### src/rtl/mel_band_accumulator_pkg.sv
// ============================================================================
// mel_band_accumulator_pkg : shared widths, FSM states and FIFO entry type
// Revision: 1.0
// ============================================================================
`default_nettype none

package mel_band_accumulator_pkg;

  localparam int P_WIDTH        = 16;
  localparam int ACC_WIDTH      = 24;
  localparam int N_MEL          = 26;
  localparam int MEL_FIFO_DEPTH = 4;
  localparam int IDX_WIDTH      = $clog2(N_MEL);

  typedef enum logic [1:0] {
    S_IDLE  = 2'd0,
    S_ACCUM = 2'd1,
    S_DRAIN = 2'd2
  } mel_state_t;

  typedef struct packed {
    logic [ACC_WIDTH-1:0] energy;
    logic [IDX_WIDTH-1:0] idx;
  } mel_entry_t;

  // Clamp to all-ones instead of wrapping when the carry-out is set.
  function automatic logic [ACC_WIDTH-1:0] sat_add(input logic [ACC_WIDTH-1:0] acc,
                                                   input logic [P_WIDTH-1:0]   prod);
    logic [ACC_WIDTH:0] s;
    s = {1'b0, acc} + {{(ACC_WIDTH + 1 - P_WIDTH){1'b0}}, prod};
    return s[ACC_WIDTH] ? {ACC_WIDTH{1'b1}} : s[ACC_WIDTH-1:0];
  endfunction

endpackage

`default_nettype wire

### src/rtl/mel_band_accumulator_if.sv
// ============================================================================
// mel_band_accumulator_if : product input beats and band-energy output stream
// Revision: 1.0
// ============================================================================
`default_nettype none

interface mel_band_accumulator_if;
  import mel_band_accumulator_pkg::*;

  logic                 i_valid;
  logic [P_WIDTH-1:0]   i_prod;
  logic                 i_last;
  logic                 i_frame_end;
  logic                 i_ready;
  logic                 o_valid;
  logic [ACC_WIDTH-1:0] o_energy;
  logic [IDX_WIDTH-1:0] o_idx;

  modport master (
    output i_valid, i_prod, i_last, i_frame_end, i_ready,
    input  o_valid, o_energy, o_idx
  );

  modport slave (
    input  i_valid, i_prod, i_last, i_frame_end, i_ready,
    output o_valid, o_energy, o_idx
  );

endinterface

`default_nettype wire

### src/rtl/mel_band_accumulator_out_fifo.sv
// ============================================================================
// mel_out_fifo : synchronous FIFO of band entries, push accepted when full+pop
// Revision: 1.0
// ============================================================================
`default_nettype none

module mel_out_fifo
  import mel_band_accumulator_pkg::*;
#(
  parameter int DEPTH = MEL_FIFO_DEPTH
) (
  input  wire logic       clk,
  input  wire logic       rst,
  input  wire logic       i_push,
  input  wire mel_entry_t i_data,
  input  wire logic       i_pop,
  output logic            o_full,
  output logic            o_empty,
  output mel_entry_t      o_head
);

  localparam int AW = $clog2(DEPTH);

  mel_entry_t    r_mem [DEPTH];
  logic [AW:0]   r_wptr;
  logic [AW:0]   r_rptr;
  logic          w_do_pop;
  logic          w_do_push;

  // Extra pointer MSB distinguishes full from empty when the indices match.
  assign o_empty   = (r_wptr == r_rptr);
  assign o_full    = (r_wptr[AW] != r_rptr[AW]) && (r_wptr[AW-1:0] == r_rptr[AW-1:0]);
  assign w_do_pop  = i_pop && !o_empty;
  assign w_do_push = i_push && (!o_full || w_do_pop);
  assign o_head    = r_mem[r_rptr[AW-1:0]];

  always_ff @(posedge clk) begin
    if (!rst) begin
      r_wptr <= '0;
      r_rptr <= '0;
      for (int i = 0; i < DEPTH; i++) begin
        r_mem[i] <= '0;
      end
    end else begin
      if (w_do_push) begin
        r_mem[r_wptr[AW-1:0]] <= i_data;
        r_wptr                <= r_wptr + 1'b1;
      end
      if (w_do_pop) begin
        r_rptr <= r_rptr + 1'b1;
      end
    end
  end

endmodule

`default_nettype wire

### src/rtl/mel_band_accumulator.sv
// ============================================================================
// mel_band_accumulator : sums weighted bins per mel band, queues band energies
// Revision: 1.0
// ============================================================================
`default_nettype none

module mel_band_accumulator
  import mel_band_accumulator_pkg::*;
(
  input  wire logic                clk,
  input  wire logic                rst,
  mel_band_accumulator_if.slave    bus,
  output logic                     o_frame_done,
  output logic                     o_overflow,
  output logic                     o_seq_err
);

  localparam logic [IDX_WIDTH-1:0] LAST_IDX = IDX_WIDTH'(N_MEL - 1);

  mel_state_t           r_state;
  logic [ACC_WIDTH-1:0] r_acc;
  logic [IDX_WIDTH-1:0] r_band_idx;
  logic                 r_frame_done;
  logic                 r_overflow;
  logic                 r_seq_err;

  logic                 w_accept;
  logic                 w_push;
  logic                 w_pop;
  logic                 w_full;
  logic                 w_empty;
  logic [ACC_WIDTH-1:0] w_sum;
  mel_entry_t           w_entry;
  mel_entry_t           w_head;

  assign w_accept = bus.i_valid && (r_state != S_DRAIN);
  assign w_sum    = sat_add(r_acc, bus.i_prod);
  assign w_push   = w_accept && bus.i_last;
  assign w_pop    = bus.i_ready && !w_empty;
  assign w_entry  = '{energy: w_sum, idx: r_band_idx};

  mel_out_fifo #(.DEPTH(MEL_FIFO_DEPTH)) u_fifo (
    .clk     (clk),
    .rst     (rst),
    .i_push  (w_push),
    .i_data  (w_entry),
    .i_pop   (w_pop),
    .o_full  (w_full),
    .o_empty (w_empty),
    .o_head  (w_head)
  );

  always_ff @(posedge clk) begin
    if (!rst) begin
      r_state      <= S_IDLE;
      r_acc        <= '0;
      r_band_idx   <= '0;
      r_frame_done <= 1'b0;
      r_overflow   <= 1'b0;
      r_seq_err    <= 1'b0;
    end else begin
      r_frame_done <= 1'b0;
      if (w_push && w_full && !w_pop) begin
        r_overflow <= 1'b1;
      end
      case (r_state)
        S_IDLE, S_ACCUM: begin
          if (w_accept) begin
            r_state <= S_ACCUM;
            if (bus.i_last) begin
              r_acc      <= '0;
              r_band_idx <= (r_band_idx == LAST_IDX) ? '0 : r_band_idx + 1'b1;
              if (bus.i_frame_end) begin
                r_state <= S_DRAIN;
                if (r_band_idx != LAST_IDX) begin
                  r_seq_err <= 1'b1;
                end
              end
            end else begin
              r_acc <= w_sum;
            end
          end
        end
        S_DRAIN: begin
          // Upstream has no backpressure, so a beat here is lost and flagged.
          if (bus.i_valid) begin
            r_seq_err <= 1'b1;
          end
          if (w_empty) begin
            r_state      <= S_IDLE;
            r_frame_done <= 1'b1;
            r_band_idx   <= '0;
          end
        end
        default: r_state <= S_IDLE;
      endcase
    end
  end

  assign bus.o_valid  = !w_empty;
  assign bus.o_energy = w_head.energy;
  assign bus.o_idx    = w_head.idx;
  assign o_frame_done = r_frame_done;
  assign o_overflow   = r_overflow;
  assign o_seq_err    = r_seq_err;

endmodule

`default_nettype wire
### src/flat_wrapper.sv
// flat-port wrapper written by rule: the top's interface ports become plain ports
module mel_band_accumulator_flat import mel_band_accumulator_pkg::*;
  (clk, rst, o_frame_done, o_overflow, o_seq_err, bus_i_valid, bus_i_prod, bus_i_last, bus_i_frame_end, bus_i_ready, bus_o_valid, bus_o_energy, bus_o_idx);
  mel_band_accumulator_if bus_i ();
  input  wire logic clk;
  input  wire logic rst;
  output logic o_frame_done;
  output logic o_overflow;
  output logic o_seq_err;
  input wire logic [$bits(bus_i.i_valid)-1:0] bus_i_valid;
  input wire logic [$bits(bus_i.i_prod)-1:0] bus_i_prod;
  input wire logic [$bits(bus_i.i_last)-1:0] bus_i_last;
  input wire logic [$bits(bus_i.i_frame_end)-1:0] bus_i_frame_end;
  input wire logic [$bits(bus_i.i_ready)-1:0] bus_i_ready;
  output wire logic [$bits(bus_i.o_valid)-1:0] bus_o_valid;
  output wire logic [$bits(bus_i.o_energy)-1:0] bus_o_energy;
  output wire logic [$bits(bus_i.o_idx)-1:0] bus_o_idx;
  assign bus_i.i_valid = bus_i_valid;
  assign bus_i.i_prod = bus_i_prod;
  assign bus_i.i_last = bus_i_last;
  assign bus_i.i_frame_end = bus_i_frame_end;
  assign bus_i.i_ready = bus_i_ready;
  assign bus_o_valid = bus_i.o_valid;
  assign bus_o_energy = bus_i.o_energy;
  assign bus_o_idx = bus_i.o_idx;
  mel_band_accumulator u_core (.clk(clk), .rst(rst), .bus(bus_i), .o_frame_done(o_frame_done), .o_overflow(o_overflow), .o_seq_err(o_seq_err));
endmodule
### config.mk
export PLATFORM = sky130hd
export DESIGN_NAME = mel_band_accumulator_flat
export DESIGN_NICKNAME = d
export VERILOG_FILES = /design/src/rtl/mel_band_accumulator_pkg.sv /design/src/rtl/mel_band_accumulator_if.sv /design/src/rtl/mel_band_accumulator_out_fifo.sv /design/src/rtl/mel_band_accumulator.sv /design/src/flat_wrapper.sv
export SDC_FILE = /design/constraint.sdc
export NUM_CORES = 1
export LEC_CHECK = 0
export ABC_AREA = 1
export BUFFER_PORTS_ARGS = -buffer_cell sky130_fd_sc_hd__clkbuf_2
export CORE_UTILIZATION = 55
export DETAILED_ROUTE_END_ITERATION = 12
export MAX_ROUTING_LAYER = met4
export PLACE_DENSITY_LB_ADDON = 0.12
export SYNTH_ARGS = -nofsm -noshare
export SYNTH_HDL_FRONTEND = slang
export SYNTH_HIERARCHICAL = 1
export SYNTH_SLANG_ARGS = --single-unit
export TNS_END_PERCENT = 20
### constraint.sdc
create_clock -name clk -period 12.4 [get_ports clk]
set_input_delay 1.24 -clock clk [delete_from_list [all_inputs] [get_ports clk]]
set_output_delay 1.24 -clock clk [all_outputs]
set_load 0.01 [all_outputs]
==> impl_metrics.csv <==
group,metric,value,unit
placed_design,dpl.cell_count,1242,
worst_setup_path,path_delay_family,"buffers and inverters",
placed_design,hpwl,13.6,mm
worst_setup_path,crit_slowest_cell,"dfxtp_2",
global_route,grt_pass1_wl,32.5,mm
yosys,synth_top_cell_by_area,"edfxtp_1",
worst_setup_path,startpoint_type,"register",
route,wl,20.6,mm
timing,fin_ws,8.33,ns
timing,skew,0.00839,ns
finish,diodes,0,
worst_setup_path,critPathMostFrequentCell,"inv_1",
finish,fillCellCount,1361,
pwr,ir_worst_vdd,83.9,µV
clock_network,cts_tree,"yes",
yosys,postSynthAreaPerCell,8.68,µm²
clock_network,cts_root_buf,"clkbuf_16",
yosys,synthDistinctLibCells,40,
timing,tns,0,ns
timing,setup_viol,0,
yosys,synth_nets,1059,
route,first_iter_violations,535,
route,drt-vias-per-instance,5.37,
timing,rsz0062_at_grt,"false",
route,dr.pass1.iters,5,
timing,worstMarginPinSlew,1.04,ns
global_route,antenna_found_initial,0,
worst_setup_path,crit_fanout,61,
floorplanning,rows,45,
pwr,p_per_area,131,nW/µm²
timing,max_freq,246,MHz
clock_network,clkTransAtPathRegs,0.06,ns
yosys,synthArstFlopShare,0,%
worst_setup_path,end_kind,"register",
placed_design,place.gp.congestion,0.934,
pwr,leakage,4.02,nW
worst_setup_path,crit_type,"reg2reg",
clock_network,cts_buffer_depth,2,
pwr,power,1.27,mW
clock_network,cts.htree.levels,4,
global_route,grt_max_degree,62,
timing,fin_crit_sh,32.8,%
finish,fin_area,9700,µm²
route,drc,0,
job,drv_cap,0,
floorplanning,die_y,129,µm
timing,fin_crit,4.07,ns
route,vias,6847,
worst_setup_path,cpPeakStageDelay,1.01,ns
floorplanning,coreArea,15400,µm²
finish,nets,1093,
floorplanning,start_util,57.1,%
finish,fin_cells,1274,
worst_setup_path,arrival,4.16,ns
finish,area_delta_synth_final,10.1,%
yosys,synth_ff_type,"edfxtp_1",
yosys,synth-edff-count,116,
clock_network,ctsHoldBuffers,0,
floorplanning,io_pins,55,
clock_network,cts_sinks,158,
run_status,outcome,"complete, no violations",
timing,hold_violations,0,
yosys,ys_warn_count,6,
placed_design,dpl_cell_area,9170,µm²
yosys,synth-seq-cells,158,
yosys,synth_top_area_share,39.5,%
clock_network,cts_setup_buffers,0,
finish,final_common_cell,"nand2_1",
yosys,synth_seq_area_share,49.0,%
yosys,synth.cell_area,8820,µm²
placed_design,dpl_worst_slack,8.36,ns
floorplanning,die_area,16500,µm²
finish,final_layout_size_suffix_gt1_share,18.4,%
route,wl_per_cell,16.2,µm
route,ant_nets,0,
yosys,ys_top_cells_by_area,"edfxtp_1 (40%), dfxtp_1 (9.5%), nand2_1 (8.3%)",
floorplanning,die_w,129,µm
global_route,overflow,0,
timing,fin_hold_ws,0.458,ns
timing,drv_slew,0,
finish,final_cell_mix,"nand2_1 (196), nor2_1 (133), inv_1 (122)",
placed_design,port_buffers,54,
worst_hold_path,hold_class,"reg2reg",
global_route,grt_util_all_layers,26.8,%
global_route,grt_pass1_vias,6179,
clock_network,cts_resized,0,
yosys,syn-instance-count,1016,
clock_network,cts_made_buffers,17,
timing,slew_headroom,30.4,%
finish,fin_util,62.9,%
worst_setup_path,critPathBufInv,6,
worst_setup_path,path_cells,"xnor2_2, and2_1, nand2_1, inv_1, inv_1, nand2_1, inv_1, inv_1, nand4_4, nand4_4, buf_4, o21ai_2, buf_4",
clock_network,worstSkewPairLatency,0.42,ns
worst_setup_path,required,12.49,ns
[cell usage after synthesis (all sizes together), types with 3 or more instances]
| cell type | n |
|---|---|
| buf | 17 |
| nand4 | 9 |
| or2 | 4 |
| nor2 | 135 |
| nand3 | 45 |
| nor3 | 95 |
| clkbuf | 33 |
| o21ai | 72 |
| nand2 | 209 |
| xor2 | 9 |
| o22ai | 29 |
| and2 | 3 |
| dfxtp | 42 |
| ha | 20 |
| inv | 126 |
| a21oi | 38 |
| edfxtp | 116 |
[path summary, 6_finish.rpt]
check                                        from                                  endpoint  slack, ns  cells past startpoint
max          u_core/u_fifo/r_wptr[0]$_SDFFE_PN0P_  u_core/u_fifo/r_mem[0][17]$_SDFFCE_PN0P_       8.33                     13
min                 u_core/o_seq_err$_SDFFE_PN0P_             u_core/o_seq_err$_SDFFE_PN0P_       0.46                      2
max reg2reg  u_core/u_fifo/r_wptr[0]$_SDFFE_PN0P_  u_core/u_fifo/r_mem[0][17]$_SDFFCE_PN0P_       8.33                     13
min reg2reg         u_core/o_seq_err$_SDFFE_PN0P_             u_core/o_seq_err$_SDFFE_PN0P_       0.46                      2
[layout make-up]
| class | instances | area [µm²] | area share (%) |
|---|---|---|---|
| flip-flops and latches | 158 | 4330 | 44.6 |
| multi-input cells | 682 | 3750 | 38.7 |
| inverters | 126 | 473 | 4.87 |
| clock buffers | 21 | 440 | 4.54 |
| repair buffers | 65 | 353 | 3.64 |
| well taps | 211 | 264 | 2.72 |
| clock inverters | 11 | 93.8 | 0.967 |
[registers in the layout, indices dropped and copies added (netlist names), named ones only]
| register | flops |
|---|---|
| u_core/o_frame_done | 1 |
| u_core/o_overflow | 1 |
| u_core/o_seq_err | 1 |
| u_core/r_acc | 24 |
| u_core/r_band_idx | 5 |
| u_core/r_state | 2 |
| u_core/u_fifo/r_mem | 116 |
| u_core/u_fifo/r_rptr | 3 |
| u_core/u_fifo/r_wptr | 3 |
[worst register-to-register path: cells and delay by family, from the launching register on]
kind,cells,cell delay [ns]
flops,1,1.01
simple gates,5,0.63
compound gates,1,0.61
xor+xnor,1,0.20
buf+inv,6,1.27
[per-layer routing]
layer	global-route usage, %	part of all wire (%)
met5	-	0
met4	7.82	1.3
met3	3.99	4.9
met2	41.7	46
met1	36.6	47
[power by group]
part,switching [mW],internal [mW]
clock network,0.205,0.275
logic,0.129,0.0512
registers,0.0136,0.596
total,0.348,0.922
[cells by family after synthesis]
logic type	share of synthesized area [%]
adders and majority gates	3.07
AOI/OAI and AO/OA	8.90
DFF	49.0
and+or+nand+nor	29.4
buffers and inverters	8.50
xor gates and xnor gates	1.08
No activity file was read; power rests on OpenSTA's default activity.
